`src/rtl/pll_reset_seq_pkg.sv`:
```
// pll_reset_seq_pkg: state encoding and counter sizing shared by the reset sequencer
package pll_reset_seq_pkg;
  typedef enum logic [2:0] {
    S_PLL_RST,
    S_WAIT_LOCK,
    S_STABLE,
    S_RELEASE,
    S_RUN,
    S_FAIL
  } state_t;
  function automatic int cnt_width(input int n);
    return (n < 1) ? 1 : $clog2(n + 1);
  endfunction
endpackage

```
`src/rtl/pll_reset_seq_sync_2ff.sv`:
```
// sync_2ff: two-flop synchronizer bringing the asynchronous lock flag into clk
module sync_2ff (
  input  logic clk,
  input  logic rst,
  input  logic d,
  output logic q
);
  logic meta;
  // two-stage capture, cleared by reset
  always_ff @(posedge clk) begin
    if (rst) begin
      meta <= 1'b0;
      q <= 1'b0;
    end else begin
      meta <= d;
      q <= meta;
    end
  end
endmodule

```
`src/rtl/pll_reset_seq.sv`:
```
// pll_reset_seq: PLL reset pulsing, lock qualification and staged domain reset release
module pll_reset_seq
  import pll_reset_seq_pkg::*;
#(
  parameter int PLL_RST_CYC  = 16,
  parameter int LOCK_TIMEOUT = 65536,
  parameter int STABLE_CYC   = 1024,
  parameter int N_DOM        = 4,
  parameter int STAGE_GAP    = 8,
  parameter int MAX_RETRY    = 3,
  parameter int CNT_W        = 8
) (
  input  logic             clk,
  input  logic             rst,
  input  logic             pll_locked_i,
  output logic             pll_reset_o,
  output logic [N_DOM-1:0] dom_rst_o,
  output logic             ready_o,
  output logic             fail_o,
  output logic [CNT_W-1:0] lock_loss_cnt
);
  localparam int REL_CYC = STAGE_GAP * N_DOM;
  localparam int M1 = (LOCK_TIMEOUT > STABLE_CYC) ? LOCK_TIMEOUT : STABLE_CYC;
  localparam int M2 = (REL_CYC > PLL_RST_CYC) ? REL_CYC : PLL_RST_CYC;
  localparam int CW = cnt_width((M1 > M2) ? M1 : M2);
  localparam int RW = cnt_width(MAX_RETRY);
  state_t st, st_n;
  logic [CW-1:0] cnt, cnt_n;
  logic [RW-1:0] retry, retry_n;
  logic [N_DOM-1:0] dom_n;
  logic locked_s, loss;
  sync_2ff u_sync (
    .clk(clk),
    .rst(rst),
    .d(pll_locked_i),
    .q(locked_s)
  );
  // next state, shared phase counter, retry tracking and next registered outputs
  always_comb begin
    st_n = st;
    cnt_n = cnt + 1'b1;
    retry_n = retry;
    loss = !locked_s && (st == S_RELEASE || st == S_RUN);
    case (st)
      S_PLL_RST: begin
        if (cnt == CW'(PLL_RST_CYC - 1)) begin
          st_n = S_WAIT_LOCK;
          cnt_n = '0;
        end
      end
      S_WAIT_LOCK: begin
        if (locked_s) begin
          st_n = S_STABLE;
          cnt_n = '0;
        end else if (cnt == CW'(LOCK_TIMEOUT - 1)) begin
          retry_n = retry + 1'b1;
          st_n = (retry_n == RW'(MAX_RETRY)) ? S_FAIL : S_PLL_RST;
          cnt_n = '0;
        end
      end
      S_STABLE: begin
        if (!locked_s) begin
          st_n = S_WAIT_LOCK;
          cnt_n = '0;
        end else if (cnt == CW'(STABLE_CYC - 1)) begin
          st_n = S_RELEASE;
          cnt_n = '0;
          retry_n = '0;
        end
      end
      S_RELEASE: begin
        if (cnt == CW'(REL_CYC - 1)) begin
          st_n = S_RUN;
          cnt_n = '0;
        end
      end
      S_RUN: cnt_n = '0;
      S_FAIL: cnt_n = '0;
      default: begin
        st_n = S_PLL_RST;
        cnt_n = '0;
      end
    endcase
    if (loss) begin
      st_n = S_PLL_RST;
      cnt_n = '0;
    end
    for (int k = 0; k < N_DOM; k++)
      dom_n[k] = !(st_n == S_RUN || (st_n == S_RELEASE && int'(cnt_n) >= STAGE_GAP * k));
  end
  // state, counters and registered outputs
  always_ff @(posedge clk) begin
    if (rst) begin
      st <= S_PLL_RST;
      cnt <= '0;
      retry <= '0;
      pll_reset_o <= 1'b1;
      dom_rst_o <= '1;
      ready_o <= 1'b0;
      fail_o <= 1'b0;
      lock_loss_cnt <= '0;
    end else begin
      st <= st_n;
      cnt <= cnt_n;
      retry <= retry_n;
      pll_reset_o <= (st_n == S_PLL_RST);
      dom_rst_o <= dom_n;
      ready_o <= (st_n == S_RUN);
      fail_o <= (st_n == S_FAIL);
      lock_loss_cnt <= (loss && lock_loss_cnt != '1) ? lock_loss_cnt + 1'b1 : lock_loss_cnt;
    end
  end
endmodule
```
`config.mk`:
```
export PLATFORM = sky130hd
export DESIGN_NAME = pll_reset_seq
export DESIGN_NICKNAME = d
export VERILOG_FILES = /design/src/rtl/pll_reset_seq_pkg.sv /design/src/rtl/pll_reset_seq_sync_2ff.sv /design/src/rtl/pll_reset_seq.sv
export SDC_FILE = /design/constraint.sdc
export NUM_CORES = 1
export LEC_CHECK = 0
export ABC_AREA = 0
export CELL_PAD_IN_SITES_DETAIL_PLACEMENT = 1
export CELL_PAD_IN_SITES_GLOBAL_PLACEMENT = 2
export CORE_MARGIN = 5
export CORE_UTILIZATION = 37
export DETAILED_ROUTE_END_ITERATION = 6
export PLACE_DENSITY_LB_ADDON = 0.05
export SKIP_LAST_GASP = 1
export SYNTH_ARGS = -nofsm -noshare
export SYNTH_HDL_FRONTEND = slang
export SYNTH_SLANG_ARGS = --single-unit
```
`constraint.sdc`:
```
create_clock -name clk -period 5.24 [get_ports clk]
set_input_delay 1.048 -clock clk [delete_from_list [all_inputs] [get_ports clk]]
set_output_delay 1.048 -clock clk [all_outputs]
set_load 0.05 [all_outputs]
```
==> results.py <==
metrics = {
    "worst_hold_path": {
        "worstHoldPathType": "reg -> reg",
        "worstHoldPathCells": 1,
    },
    "setup_path": {
        "timing.critical_path.from_type": "flip-flop",
        "worstPathMaxFanout": 6,
        "path_class": "reg -> reg",
        "rr_startpoint": "cnt[0]",
        "path_depth": 13,
        "r2r.worst_path.cells": 13,
        "critical_path_arrival_ps": 3370,
        "critical_path_cell_by_cell": "ha_1 > and4_1 > nand3_2 > nor2_1 > nand4_1 > inv_1 > ha_1 > a21oi_1 > a2111oi_0 > a41oi_1 > nor3_2 > nand2b_1 > o21ai_0",
        "reg2reg_setup_slack_ps": 2040,
        "worstSetupStartpoint": "cnt[0]",
        "timing.critical_path.slowest_stage_cell": "sky130_fd_sc_hd__a2111oi_0",
        "worst_setup_path_end_kind": "flip-flop",
        "critical_path_s_top_delay_family": "simple AND/OR/NAND/NOR gates",
        "worst_r2r_endpoint": "dom_rst_o[1]",
        "crit_path_max_incr_delay_ps": 420,
        "critPathBufInv": 1,
        "cp-endpoint": "dom_rst_o[1]",
        "path_common_cell": "sky130_fd_sc_hd__ha_1",
        "worst_ep_required_time_ps": 5400,
    },
    "final_layout": {
        "layout.cell_area.non_filler_um2": 2210,
        "design.final.nets": 251,
        "final.fill_count": 640,
        "multiInputGateArea_um2": 1060,
        "final_core_utilization_pct": 43.6,
        "seq_area_um2": 781,
        "diodes_inserted": 0,
        "syn2layout_area_growth_pct": 15.6,
        "final_layout_size_suffix_gt1_share_pct": 6.56,
        "layout.cells.non_filler": 314,
    },
    "timing": {
        "setup_viol": 0,
        "final-hold-violation-count": 0,
        "fin_hold_ws_ps": 449,
        "post-route-min-period_ps": 3200,
        "timing_worst_slew_pin_value_ps": 712,
        "layout_worst_path_cycle_share_pct": 61.1,
        "max_clock_freq_mhz": 312,
        "final.setup_skew_ps": 6.07,
        "slew_headroom_pct": 52.4,
        "grt_setup_unrepaired": "no",
        "finalSetupTns_ps": 0,
        "maxSlewViolCount": 0,
    },
    "floorplan": {
        "die_w_um": 82.0,
        "placeableCoreArea_um2": 5070,
        "die_area_um2": 6720,
        "core.rowCount": 26,
        "ioPinCount": 18,
        "initial_util_pct": 37.7,
        "floorplan.die.height_um": 82.0,
    },
    "grt": {
        "gr-total-overflow": 0,
        "track_usage_pct": 14.7,
        "gr-usage-met3_pct": 3.29,
        "gr-max-usage-layer": "met2",
        "first_global_vias": 1671,
        "grt_first_pass_wirelength_mm": 7.71,
        "grt_start_max_net_pins": 20,
        "grt.met2_usage_pct": 24.8,
        "grt_use_met1_pct": 18.4,
        "antenna_found_initial": 0,
    },
    "routing": {
        "via_count": 1606,
        "drtAntennaViolNets": 0,
        "drc_errors": 0,
        "drt_pass1_iterations": 4,
        "viasPerCell": 5.11,
        "dr.first_iter.drc_count": 83,
        "postRouteWirelength_mm": 4.59,
        "avgRoutedWirePerCell_um": 14.6,
    },
    "place": {
        "detailed_place_hpwl_mm": 3.40,
        "gpl.final_weighted_congestion": 0.803,
        "input_output_buffers": 17,
        "post-place-cells": 306,
        "place_area_um2": 2130,
    },
    "logic_synthesis": {
        "postSynth.asyncResetShare_pct": 0,
        "yosysWarnings": 0,
        "synth_cells": 227,
        "synth.ff_latch_count": 39,
        "synth_sequential_area_ratio_pct": 40.8,
        "number_of_enable_type_register_cells_in_the_synthesized_netlist": 0,
        "synth.lib_cells_used.distinct": 49,
        "synth_top_flop_cell": "sky130_fd_sc_hd__dfxtp_1",
        "avgSynthCellArea_um2": 8.44,
        "syn_nets": 235,
        "syn_area_um2": 1920,
    },
    "clocking": {
        "cts-buffers-inserted": 5,
        "clock_path_buffers": 2,
        "tritoncts_clock_tree": "done",
        "clk_pin_slew_ps": 80,
        "clock_insertion_delay_worst_skew_ps": 280,
        "htree_levels": 2,
        "clock_sinks": 39,
        "postCtsSetupBuffers": 0,
        "cts_hold_repair.buffers": 0,
        "ctsRootBufferMaster": "sky130_fd_sc_hd__clkbuf_8",
        "cts_resized": 0,
    },
    "pwr": {
        "ratio_of_total_power_to_cell_area_nw_per_um2": 230,
        "power.leakage_nw": 0.824,
        "ir_drop_mv": 0.112,
    },
    "flow_run": {
        "timing.max_cap.violations": 0,
    },
    "outcome": {
        "outcome": "finished, final reports clean",
    },
}
==> final cells by class <==
cell class / instances / share of cell area [%]
timing repair buffer: 17 / 7.68
clock buffer: 7 / 3.45
tap: 70 / 3.95
clock inverter: 1 / 0.226
multi-input combinational: 170 / 47.7
inverter: 10 / 1.69
sequential: 39 / 35.3
==> stage by stage <==
step	total power [W]	setup WS [ps]
after floorplan	0.000317	2640
after global placement	0.000320	2320
after detailed placement	0.000320	2110
after CTS	0.000518	2050
after global routing	0.000532	1720
final	0.000508	2040
==> synthesized netlist by cell type, types with 2 or more instances <==
library cell / n / area share [%]
sky130_fd_sc_hd__ha_1: 5 / 3.3
sky130_fd_sc_hd__clkbuf_1: 4 / 0.78
sky130_fd_sc_hd__nand3_1: 6 / 1.6
sky130_fd_sc_hd__nand2_1: 20 / 3.9
sky130_fd_sc_hd__and3_1: 4 / 1.3
sky130_fd_sc_hd__nor2b_1: 5 / 1.6
sky130_fd_sc_hd__a211oi_1: 2 / 0.78
sky130_fd_sc_hd__buf_2: 2 / 0.52
sky130_fd_sc_hd__a21oi_1: 5 / 1.3
sky130_fd_sc_hd__nand4_1: 7 / 2.3
sky130_fd_sc_hd__nor3_1: 5 / 1.3
sky130_fd_sc_hd__mux2i_1: 6 / 3.1
sky130_fd_sc_hd__a31oi_1: 2 / 0.65
sky130_fd_sc_hd__and2_1: 2 / 0.65
sky130_fd_sc_hd__nand2b_1: 2 / 0.65
sky130_fd_sc_hd__o21ai_0: 8 / 2.1
sky130_fd_sc_hd__xor2_1: 12 / 5.5
sky130_fd_sc_hd__and4_1: 3 / 1.4
sky130_fd_sc_hd__or3_1: 4 / 1.3
sky130_fd_sc_hd__dfxtp_1: 39 / 41
sky130_fd_sc_hd__inv_1: 9 / 1.8
sky130_fd_sc_hd__xnor2_1: 7 / 3.2
sky130_fd_sc_hd__nor2_1: 41 / 8.0
sky130_fd_sc_hd__o21ai_1: 2 / 0.52
==> worst min-delay path by stage <==
stage          endpoint  slack, ps   startpoint
6_report         cnt[0]        450       cnt[0]
5_1_grt        u_sync.q        480  u_sync.meta
4_1_cts          cnt[0]        450       cnt[0]
3_5_place_dp     cnt[0]        440       cnt[0]
3_3_place_gp     cnt[0]        420       cnt[0]
2_1_floorplan    cnt[0]        410       cnt[0]
==> power breakdown <==
part | internal (W) | switching [W]
Combinational | 0.00000445 | 0.00000746
Clock | 0.0000935 | 0.000102
Sequential | 0.000299 | 0.00000255
Total | 0.000397 | 0.000112
==> state kept, by name (all words and copies together), names as in the netlist <==
signal	count
pll_reset_o	1
dom_rst_o	4
u_sync.q	1
fail_o	1
retry	2
u_sync.meta	1
ready_o	1
lock_loss_cnt	8
st	3
cnt	17
==> metal layers <==
layer / wire [um] / up-vias
li1: - / 814
met4: 63 / 0
met3: 125 / 4
met2: 2250 / 17
met1: 2150 / 771
met5: 0 / -
==> layout by cell type, fill, tap and decap left out, types with 6 or more instances in the layout <==
cell	count
sky130_fd_sc_hd__nor2_1	41
sky130_fd_sc_hd__dfxtp_1	39
sky130_fd_sc_hd__nand2_1	20
sky130_fd_sc_hd__clkdlybuf4s50_1	17
sky130_fd_sc_hd__xor2_1	12
sky130_fd_sc_hd__inv_1	9
sky130_fd_sc_hd__o21ai_0	8
sky130_fd_sc_hd__nand4_1	7
sky130_fd_sc_hd__xnor2_1	7
sky130_fd_sc_hd__nand3_1	6
sky130_fd_sc_hd__mux2i_1	6
==> kinds of logic after synthesis <==
group | count (synthesis) | share of synthesized area [%]
xor gates and xnor gates | 19 | 8.69
DFF | 39 | 40.8
AOI/OAI and AO/OA | 30 | 10.9
muxes | 6 | 3.14
adders and majority gates | 5 | 3.27
buffers and inverters | 18 | 4.05
and+or+nand+nor | 110 | 29.2
(Power assumes the default switching activity.)
